File: config.mk
export PLATFORM = sky130hd
export DESIGN_NAME = uart_tx_cfg_flat
export DESIGN_NICKNAME = d
export VERILOG_FILES = /design/src/rtl/uart_tx_cfg_if.sv /design/src/rtl/uart_tx_cfg.sv /design/src/flat_wrapper.sv
export SDC_FILE = /design/constraint.sdc
export NUM_CORES = 1
export LEC_CHECK = 0
export ABC_AREA = 0
export ABC_CLOCK_PERIOD_IN_PS = 1900
export CAP_MARGIN = 20
export CORE_MARGIN = 10
export CORE_UTILIZATION = 49
export CTS_CLUSTER_SIZE = 25
export DETAILED_ROUTE_END_ITERATION = 8
export GPL_ROUTABILITY_DRIVEN = 1
export PLACE_DENSITY_LB_ADDON = 0.12
export SYNTH_ARGS = -nofsm -noshare
export SYNTH_HDL_FRONTEND = slang
export SYNTH_SLANG_ARGS = --single-unit
export TNS_END_PERCENT = 50
File: constraint.sdc
create_clock -name clk -period 1.9 [get_ports clk]
set_clock_uncertainty 0.05 [all_clocks]
set_input_delay 0.57 -clock clk [delete_from_list [all_inputs] [get_ports clk]]
set_output_delay 0.57 -clock clk [all_outputs]
set_load 0.05 [all_outputs]
File: src/rtl/uart_tx_cfg_if.sv
// Word handshake between the framer and the UART transmitter.
// Master drives the word and its valid; the transmitter returns ready.
interface uart_tx_cfg_if #(
    parameter int DATA_BITS = 8
);
    logic                 tx_valid;
    logic [DATA_BITS-1:0] tx_data;
    logic                 tx_ready;

    modport master (output tx_valid, output tx_data, input tx_ready);
    modport slave  (input tx_valid, input tx_data, output tx_ready);
endinterface

File: src/rtl/uart_tx_cfg.sv
// UART transmitter: start, DATA_BITS data (LSB first), optional parity, 1 or 2 stop bits per word.
// Each bit lasts OVERSAMPLE s_ticks; define UART_TX_BREAK_EN to add the tx_break line-break input.
module uart_tx_cfg #(
    parameter int DATA_BITS  = 8,
    parameter int OVERSAMPLE = 16
) (
    input  logic        clk,
    input  logic        rst_n,
    input  logic        s_tick,
    uart_tx_cfg_if.slave bus,
    input  logic [1:0]  cfg_parity,
    input  logic        cfg_stop2,
`ifdef UART_TX_BREAK_EN
    input  logic        tx_break,
`endif
    output logic        tx,
    output logic        tx_busy,
    output logic        tx_done
);
    localparam int TW = $clog2(OVERSAMPLE);
    localparam int BW = $clog2(DATA_BITS);
    localparam logic [TW-1:0] TICK_LAST = TW'(OVERSAMPLE - 1);
    localparam logic [BW-1:0] BIT_LAST  = BW'(DATA_BITS - 1);

    if (DATA_BITS < 5 || DATA_BITS > 9) begin : g_bad_data_bits
        $error("uart_tx_cfg: DATA_BITS=%0d outside 5..9", DATA_BITS);
    end
    if (OVERSAMPLE < 4 || OVERSAMPLE > 64) begin : g_bad_oversample
        $error("uart_tx_cfg: OVERSAMPLE=%0d outside 4..64", OVERSAMPLE);
    end

    typedef enum logic [2:0] {
        IDLE, START, DATA, PARITY, STOP
`ifdef UART_TX_BREAK_EN
        , BREAK, BRK_REC
`endif
    } state_t;

    state_t               state, state_nxt;
    logic [TW-1:0]        tick_cnt, tick_nxt;
    logic [BW-1:0]        bit_idx, bit_nxt;
    logic [DATA_BITS-1:0] shreg, sh_nxt;
    logic                 par_bit, par_nxt;
    logic                 par_en, paren_nxt;
    logic                 stop2, stop2_nxt;
    logic                 stop_idx, stop_nxt;
    logic                 tx_nxt, busy_nxt, done_nxt;
    logic                 ready, accept, wrap;

`ifdef UART_TX_BREAK_EN
    assign ready = (state == IDLE) && !tx_break;
`else
    assign ready = (state == IDLE);
`endif
    assign bus.tx_ready = ready;
    assign accept       = bus.tx_valid && ready;

    always_ff @(posedge clk or negedge rst_n) begin
        if (!rst_n) begin
            state    <= IDLE;
            tick_cnt <= '0;
            bit_idx  <= '0;
            shreg    <= '0;
            par_bit  <= 1'b0;
            par_en   <= 1'b0;
            stop2    <= 1'b0;
            stop_idx <= 1'b0;
            tx       <= 1'b1;
            tx_busy  <= 1'b0;
            tx_done  <= 1'b0;
        end else begin
            state    <= state_nxt;
            tick_cnt <= tick_nxt;
            bit_idx  <= bit_nxt;
            shreg    <= sh_nxt;
            par_bit  <= par_nxt;
            par_en   <= paren_nxt;
            stop2    <= stop2_nxt;
            stop_idx <= stop_nxt;
            tx       <= tx_nxt;
            tx_busy  <= busy_nxt;
            tx_done  <= done_nxt;
        end
    end

    always_comb begin
        state_nxt = state;
        tick_nxt  = tick_cnt;
        bit_nxt   = bit_idx;
        sh_nxt    = shreg;
        par_nxt   = par_bit;
        paren_nxt = par_en;
        stop2_nxt = stop2;
        stop_nxt  = stop_idx;
        tx_nxt    = tx;
        busy_nxt  = tx_busy;
        done_nxt  = 1'b0;
        wrap      = s_tick && (tick_cnt == TICK_LAST);

        // Every wrap is a bit boundary, so the counter restarts from zero there.
        if (state != IDLE && s_tick)
            tick_nxt = wrap ? '0 : tick_cnt + 1'b1;

        case (state)
            IDLE: begin
                if (accept) begin
                    sh_nxt    = bus.tx_data;
                    par_nxt   = (cfg_parity == 2'b01) ? ~(^bus.tx_data) : ^bus.tx_data;
                    paren_nxt = (cfg_parity == 2'b01) || (cfg_parity == 2'b10);
                    stop2_nxt = cfg_stop2;
                    tick_nxt  = '0;
                    bit_nxt   = '0;
                    stop_nxt  = 1'b0;
                    tx_nxt    = 1'b0;
                    busy_nxt  = 1'b1;
                    state_nxt = START;
                end
`ifdef UART_TX_BREAK_EN
                else if (tx_break) begin
                    tx_nxt    = 1'b0;
                    busy_nxt  = 1'b1;
                    state_nxt = BREAK;
                end
`endif
            end
            START: begin
                if (wrap) begin
                    tx_nxt    = shreg[0];
                    sh_nxt    = shreg >> 1;
                    bit_nxt   = '0;
                    state_nxt = DATA;
                end
            end
            DATA: begin
                if (wrap) begin
                    if (bit_idx == BIT_LAST) begin
                        stop_nxt  = 1'b0;
                        tx_nxt    = par_en ? par_bit : 1'b1;
                        state_nxt = par_en ? PARITY : STOP;
                    end else begin
                        tx_nxt  = shreg[0];
                        sh_nxt  = shreg >> 1;
                        bit_nxt = bit_idx + 1'b1;
                    end
                end
            end
            PARITY: begin
                if (wrap) begin
                    tx_nxt    = 1'b1;
                    stop_nxt  = 1'b0;
                    state_nxt = STOP;
                end
            end
            STOP: begin
                if (wrap) begin
                    if (stop2 && !stop_idx) begin
                        stop_nxt = 1'b1;
                    end else begin
                        done_nxt  = 1'b1;
                        busy_nxt  = 1'b0;
                        state_nxt = IDLE;
                    end
                end
            end
`ifdef UART_TX_BREAK_EN
            BREAK: begin
                if (!tx_break) begin
                    tx_nxt    = 1'b1;
                    tick_nxt  = '0;
                    state_nxt = BRK_REC;
                end
            end
            // Guaranteed idle-high bit period after a break before new words are taken.
            BRK_REC: begin
                if (wrap) begin
                    busy_nxt  = 1'b0;
                    state_nxt = IDLE;
                end
            end
`endif
            default: state_nxt = IDLE;
        endcase
    end
endmodule

File: src/flat_wrapper.sv
// flat-port wrapper written by rule: the top's interface ports become plain ports
module uart_tx_cfg_flat 
#(
    parameter int DATA_BITS  = 8,
    parameter int OVERSAMPLE = 16
)
  (clk, rst_n, s_tick, cfg_parity, cfg_stop2, tx, tx_busy, tx_done, bus_tx_valid, bus_tx_data, bus_tx_ready);
  uart_tx_cfg_if #(.DATA_BITS(DATA_BITS)) bus_i ();
  input  logic clk;
  input  logic rst_n;
  input  logic s_tick;
  input  logic [1:0] cfg_parity;
  input  logic cfg_stop2;
  output logic tx;
  output logic tx_busy;
  output logic tx_done;
  input wire logic [$bits(bus_i.tx_valid)-1:0] bus_tx_valid;
  input wire logic [$bits(bus_i.tx_data)-1:0] bus_tx_data;
  output wire logic [$bits(bus_i.tx_ready)-1:0] bus_tx_ready;
  assign bus_i.tx_valid = bus_tx_valid;
  assign bus_i.tx_data = bus_tx_data;
  assign bus_tx_ready = bus_i.tx_ready;
  uart_tx_cfg #(.DATA_BITS(DATA_BITS), .OVERSAMPLE(OVERSAMPLE)) u_core (.clk(clk), .rst_n(rst_n), .s_tick(s_tick), .bus(bus_i), .cfg_parity(cfg_parity), .cfg_stop2(cfg_stop2), .tx(tx), .tx_busy(tx_busy), .tx_done(tx_done));
endmodule
# Word level (Yosys, flattened, before mapping)
# Index checks and enable logic that the tools add are counted.
# Widths: inputs -> output; s select.
[totals] output_inout_bits=4 reg_bits=25 word_cells=94
[classes] reduce_logical=19 bitwise_logic=1 add_sub_neg=2 eq_ne=17 muxes=44
[op_table] op="$mux 3" count=12
[op_table] op="$mux 8" count=4
[op_table] op="$pmux 8 s3" count=1
[op_table] op="$mux 1" count=18
[op_table] op="$mux 4" count=4
[op_table] op="$pmux 3 s5" count=1
[op_table] op="$reduce_and 7->1" count=2
[op_table] op="$ne 2x1->1 const B" count=6
[op_table] op="$reduce_and 5->1" count=2
[op_table] op="$pmux 3 s3" count=1
[op_table] op="$pmux 1 s4" count=2
[op_table] op="$reduce_bool 4->1" count=2
[op_table] op="$reduce_xor 8->1" count=1
[op_table] op="$eq 3x2->1 const B" count=2
[op_table] op="$eq 3x3->1 const B" count=2
[op_table] op="$ne 2x2->1 const B" count=3
[op_table] op="$reduce_bool 3->1" count=2
[op_table] op="$add 4x1->4 const B" count=1
[op_table] op="$eq 4x4->1 const B" count=1
[op_table] op="$logic_and 1x1->1" count=4
[op_table] op="$reduce_and 4->1" count=1
[op_table] op="$add 3x1->3 const B" count=1
[op_table] op="$eq 3x1->1 const B" count=1
[op_table] op="$logic_not 3->1" count=1
[op_table] op="other kinds (8)" count=8

# Logic depth before layout (Yosys ltp)
# Gate-level depths: netlist (run 1).
[logic_depth] ltp_word=6 mapped_depth=7 ltp_nobuf=6

# Worst setup path before layout (run 1)
# No wires, ideal clock.
[synth_timing] path_kind="reg-to-reg" from="reg u_core.bit_idx[0]" to="reg u_core.shreg[0]" path_stages_with_launch=8 path_slack_ns=0.049 required_ns=1.725 arrival_time_ns=1.676 setup_time_ns=0.125 path_cell_list="dfrtp_1 -> ha_1 -> ha_1 -> nor2_2 -> nand3_2 -> a31oi_4 -> buf_8 -> mux2_4"
[synth_between] elab_chain_cells=3
[synth_rtl] item="from (decl)" line_no="uart_tx_cfg.sv:41" rtl="logic [BW-1:0] bit_idx, bit_nxt;"
[synth_rtl] item="from (signal assigned)" line_no="uart_tx_cfg.sv:74" rtl="bit_idx <= bit_nxt;"
[synth_rtl] item="$eq 3x3->1" line_no="uart_tx_cfg.sv:136" rtl="if (bit_idx == BIT_LAST) begin"
[synth_rtl] item="$ne 2x2->1 (no line)"
[synth_rtl] item="$reduce_and 5->1 (no line)"
[synth_rtl] item="to (signal assigned)" line_no="uart_tx_cfg.sv:75" rtl="shreg <= sh_nxt;"
[synth_rtl] item="to (decl)" line_no="uart_tx_cfg.sv:42" rtl="logic [DATA_BITS-1:0] shreg, sh_nxt;"
# Every way passes these cells.
# A chain may end at the register's enable or synchronous reset.

# Final worst setup path (run 1)
[layout_timing] from="reg u_core.state[0]" to="out bus_tx_ready"
[layout_between] elab_chain_cells=1
[layout_rtl] item="from (decl)" line_no="uart_tx_cfg.sv:39" rtl="state_t state, state_nxt;"
[layout_rtl] item="from (signal assigned)" line_no="uart_tx_cfg.sv:72" rtl="state <= state_nxt;"
[layout_rtl] item="$logic_not 3->1" line_no="uart_tx_cfg.sv:53" rtl="assign ready = (state == IDLE);"
[layout_rtl] item="to (decl)" line_no="flat_wrapper.sv:19" rtl="output wire logic [$bits(bus_i.tx_ready)-1:0] bus_tx_ready;"
# Every way passes these cells.

==> results.toml, run 1 <==
[run_status]
outcome = "complete, but fails checks"
violations = "negative setup slack"

[floorplanning]
die_w_um = 74.4
start_util_pct = 52.1
io_pins = 19
core_area_mm2 = 0.00278
dieArea_mm2 = 0.00553
rows = 19
die_height_um = 74.4

[detailed_routing]
first_iter_violations = 47
ant_nets = 0
remaining_drc_errors = 0
vias_per_cell = 5.54
drt-total-wl_um = 3330
vias = 1119
drt_first_pass_iters = 4
drt-wirelength-per-cell_um = 16.5

[job]
max_cap_viol_count = 0

[clock_network]
clock_sinks = 25
cts_tree = "built"
cts_buffers = 3
clk_path_buf_depth = 2
cts-htree-levels = 1
clk_latency_ps = 320
clk_pin_slew_ps = 140
cts_root_buf = "clkbuf_4"

[global_route]
grtUsageMet3_pct = 2.93
grt-ovfl-total = 0
grtUsageMet2_pct = 19.2
grt-busiest-layer = "met2"
grt_pass1_vias = 1165
antenna_found_initial = 0
grt_usage_pct = 12.2
grt_start_max_net_pins = 26
met1_usage_pct = 15.8
grt_first_pass_wirelength_um = 5420

[synthesis]
netlist_instances = 128
yosys.area_share.simple_pct = 13.2
synth_commonest_cells = "dfrtp_1 (24), o21ai_0 (12), mux2_2 (7), mux2_4 (7), nand2_1 (7)"
yosysWarnings = 0
synth_area_leader_cell = "dfrtp_1"
muxShareOfSynthArea_pct = 15.7
synthesis.area_mm2 = 0.00145
synth_cell_type_count = 39
synth_compound_area_share_pct = 12.7
synth_fp_nets = 147
ys_top_cells_by_area = "dfrtp_1 (41%), mux2_4 (7.3%), mux2_2 (5.4%)"
ys_ff_latch = 25
synthArstFlopShare_pct = 100
syn_area_per_cell_um2 = 11.3
seq_area_frac_synth_pct = 43.3
synth_top_family_by_area = "multiplexers"
yosysMostFrequentCell = "dfrtp_1"
synth-adder-area-share_pct = 3.45
synth_top_area_share_pct = 41.5
synth_edf_count = 0
synth_xor_area_share_pct = 6.39
synth_flop_cell = "dfrtp_1"

[finish]
n_fill_cell = 205
final-seq-area_um2 = 631
nets = 191
final_util_pct = 70.2
drive_above_1_share_pct = 40.4
fin_area_mm2 = 0.00195
antennaDiodeCount = 0
final_cells = 202
multi_input_area_um2 = 810
syn2layout_area_growth_pct = 34.8

[placed_design]
dpl.cell_count = 190
gp_congestion = 0.782
dp_hpwl_um = 2310
place_ws_ps = -407
io_buffers = 18
place_area_mm2 = 0.00178

[worst_setup_path]
crit_fanout = 2
critPathKind = "flop to output pin"
arrival_ps = 1380
startpoint_type = "flop"
crit_chain = "or3_4, inv_4, buf_12"
end_kind = "output pin"
slowest_stage = "dfrtp_2"
worstPathRequired_ps = 1280
cpPeakStageDelay_ps = 440

[sta]
setup_tns_ps = -96.8
maxSlewViolCount = 0
setup_violations = 1
max_freq_ghz = 0.501
grt_setup_unrepaired = "yes"
min_period_ps = 2000
fin_hold_ws_ps = 449
layout_setup_ws_ps = -96.8
tightest_slew_ps = 380
finalHoldViolCount = 0
relSlewSlack_pct = 74.3
period_share_pct = 105

[pwr]
power_density_mw_per_mm2 = 1070
power.total_mw = 2.08
ir_worst_vdd_mv = 0.926
p_leak_nw = 0.866

[hold_path]
holdCritPathClass = "flop to flop"
-- routing by layer --
layer / vias to the layer above / routed length (µm)
li1: 545 / -
met1: 542 / 1510
met2: 24 / 1600
met3: 8 / 162
met4: 0 / 61
met5: - / 0
-- critical path, delay by kind of cell, from the launching register on --
family | cells | cell delay [ps]
DFF | 1 | 440
buffers and inverters | 2 | 210
and+or+nand+nor | 1 | 410
-- cell usage in the layout (no fill, tap or decap), drive strengths merged --
master          n
a211oi          2
a21o            1
a21oi           4
a31oi           1
a32o            2
and4            2
buf            29
clkbuf          5
clkdlybuf4s50  13
dfrtp          24
dfstp           1
dlygate4sd2     1
ha              4
inv             7
mux2           17
mux2i           1
nand2           8
nand3           3
nand3b          2
nand4           1
nor2            7
nor2b           2
nor3            5
o21ai          12
o21bai          1
o22ai           1
o2bb2ai         2
o41ai           1
or3             3
xnor2           5
xnor3           1
xor2            3
-- cell families (layout without fill, tap and decap cells) --
| logic type | Yosys count | in the layout |
|---|---|---|
| XOR/XNOR | 9 | 9 |
| adder cells (fa/ha/maj) | 4 | 4 |
| buffers and inverters | 12 | 55 |
| flip-flops | 25 | 25 |
| multiplexers | 18 | 18 |
| AND/OR/NAND/NOR | 33 | 33 |
| AO/OA/AOI/OAI | 27 | 27 |
-- repair_timing --
action | CTS | global route
hold buffers | 0 | 0
pin swaps | 3 | 7
resized for setup | 11 | 9
setup buffers | 6 | 1
endpoints found under the setup margin | 10 | 12
cloned | 1 | 0
-- sequential cells by signal, indices dropped and copies added (netlist names) --
name and flops:
u_core.bit_idx 3, u_core.par_bit 1, u_core.par_en 1, u_core.shreg 8
u_core.state 3, u_core.stop2 1, u_core.stop_idx 1, u_core.tick_cnt 4
u_core.tx 1, u_core.tx_busy 1, u_core.tx_done 1
-- power by group --
part	internal (mW)	total, mW	switching (mW)
registers	0.718	0.848	0.131
clock network	0.0822	0.251	0.169
logic	0.552	0.980	0.428
-- worst paths after layout --
check / start / end / slack, ps / depth (start not counted)
min: u_core.stop2 / u_core.stop2 / 450 / 1
max reg2reg: u_core.tick_cnt[0] / u_core.shreg[7] / 40 / 6
min reg2reg: u_core.stop2 / u_core.stop2 / 450 / 1
max in group asynchronous: rst_n / u_core.tx / 960 / 2
min in group asynchronous: rst_n / u_core.tick_cnt[3] / 540 / 2
max: u_core.state[0] / bus_tx_ready / -100 / 3
-- layout make-up --
class                   instances  share of cell area [%]
multi-input cells              91                    41.4
clock buffers                   4                    1.35
well taps                      31                    1.99
repair buffers                 44                    21.5
flip-flops and latches         25                    32.3
inverters                       7                    1.47
(Power assumes the default switching activity.)
==> run 2, diff against run 1 <==
Settings changed: ABC_CLOCK_PERIOD_IN_PS 1900 to 1890, CAP_MARGIN 20 to unset, CORE_UTILIZATION 49 to 50.
Clock period 1.9 ns to 1.89 ns, I/O delays scaled along.
==> results.toml, run 2 (synthesized netlist as in run 1, its figures left out) <==
[clock_network]
cts-htree-levels = 1
cts_tree = "built"
cts_buffers = 3
cts_root_buf = "clkbuf_4"
clk_pin_slew_ps = 140
hold_buffers = 0
clk_latency_ps = 310
clk_path_buf_depth = 2
clock_sinks = 25

[floorplanning]
die_height_um = 73.8
start_util_pct = 52.5
die_w_um = 73.8
dieArea_mm2 = 0.00545
rows = 19
io_pins = 19
core_area_mm2 = 0.00276

[finish]
final_util_pct = 70.1
fin_area_mm2 = 0.00193
antennaDiodeCount = 0
syn2layout_area_growth_pct = 33.4
largest_reg_flops = 8
layout_common_cells = "buf_4 (25), dfrtp_1 (22), clkdlybuf4s50_1 (13), o21ai_0 (12), mux2_4 (8)"
regMostFlops = "u_core.shreg"
drive_above_1_share_pct = 38.8
reg.largest.list = "u_core.shreg: 8 flops, u_core.tick_cnt: 4 flops"
final_common_cell = "buf_4"
nets = 190

[detailed_routing]
vias_per_cell = 5.45
remaining_drc_errors = 0
wl_met3_um = 124
drt-total-wl_um = 3010
wl_met1_um = 1390
highest-signal-layer = "met4"
wl_met2_um = 1460
drt-wirelength-per-cell_um = 15.0
ant_nets = 0
drt_first_pass_iters = 4
first_iter_violations = 33
vias = 1096

[global_route]
grt-ovfl-total = 0
grt_first_pass_wirelength_um = 5190
grt_usage_pct = 11.5
grt_pass1_vias = 1137
grt_start_max_net_pins = 26
antenna_found_initial = 0

[pwr]
power.total_mw = 2.07
p_switching_uw = 698
ir_worst_vdd_mv = 0.823
p_seq_share_pct = 40.8
pwr-share-comb_pct = 47.8
p_leak_nw = 0.865
swShare_pct = 33.8
p_clk_share_pct = 11.4
p_int_mw = 1.37
power_density_mw_per_mm2 = 1070

[sta]
period_share_pct = 103
relSlewSlack_pct = 74.6
layout_setup_ws_ps = -64.1
grt_setup_unrepaired = "yes"
setup_violations = 1
maxSlewViolCount = 0
max_freq_ghz = 0.512
finalHoldViolCount = 0
min_period_ps = 1950
tightest_slew_ps = 375
fin_hold_ws_ps = 452

[run_status]
violations = "negative setup slack"
outcome = "complete, but fails checks"

[worst_setup_path]
r2r_cells = 7
end_kind = "output pin"
arrival_ps = 1340
critPathKind = "flop to output pin"
rr_startpoint = "u_core.bit_idx[1]"
rr_endpoint = "u_core.shreg[0]"
crit_fanout = 2
rrSetupSlack_ps = 50
worstPathRequired_ps = 1270
startpoint_type = "flop"

[placed_design]
io_buffers = 18
place_ws_ps = -417
place_area_mm2 = 0.00178
dp_hpwl_um = 2330
gp_congestion = 0.889

[hold_path]
hp-start = "u_core.par_bit"
holdPathStages = 2
min_to = "u_core.par_bit"
holdCritPathClass = "flop to flop"

[job]
max_cap_viol_count = 0
[run 2: changes by cell type in the layout (fill, tap and decap cells not counted), sizes merged]
cell and change:
buf -1, dlygate4sd2 -1, dlymetal6s2s +1
[run 2: timing repair]
item                                    4_1_cts  5_1_grt
buffers inserted                              3        3
pin swaps                                     1        6
cloned                                        0        1
endpoints found under the setup margin       11       15
resized for setup                             7        9
[run 2: cell type report]
type	count	area [µm²]
Clock buffer	4	26.3
Inverter	7	28.8
Fill cell	209	825
Sequential cell	25	629
Tap cell	31	38.8
Timing Repair Buffer	43	415
Multi-Input combinational cell	91	795
[run 2: stage by stage]
step | TNS, ps | cells
after floorplan | 0 | 128
after global placement | -5060 | 190
after detailed placement | -5600 | 190
after CTS | -112 | 197
after global routing | -195 | 201
final | -64.1 | 201
[run 2: how the worst max path moves through the flow]
stage / start / to / slack (ps) / cells past startpoint
finish: u_core.state[1] / bus_tx_ready / -60 / 3
global placement: s_tick / u_core.shreg[6] / -400 / 6
CTS: u_core.state[0] / bus_tx_ready / -80 / 3
floorplan: u_core.bit_idx[0] / u_core.shreg[0] / 40 / 7
global route: u_core.state[1] / bus_tx_ready / -130 / 3
detailed placement: s_tick / u_core.shreg[6] / -420 / 6
[run 2: layer usage]
| layer | up-vias | global-route usage, % |
|---|---|---|
| met4 | 0 | 2.28 |
| met5 | - | 0 |
| li1 | 552 | - |
| met3 | 6 | 2.96 |
| met1 | 522 | 15.4 |
| met2 | 16 | 18.1 |
[run 2: power by group through the flow]
stage | Clock, mW | Sequential [mW] | Combinational, mW
detailed placement | 0 | 0.877 | 0.875
CTS | 0.249 | 0.839 | 0.944
global placement | 0 | 0.866 | 0.845
floorplan | 0 | 0.849 | 0.608
finish | 0.236 | 0.843 | 0.989
global route | 0.267 | 0.870 | 1.09
[run 2: critical path, cell delays in order (launching register included)]
cell	delay, ps
dfrtp_2	430
or3_4	410
inv_4	70
buf_12	130
==> run 3, diff against run 2 <==
Settings changed: CAP_MARGIN set to 40.
==> results of run 3 <==
Same layout as run 2: the final DEF is identical, and so are final timing and power.
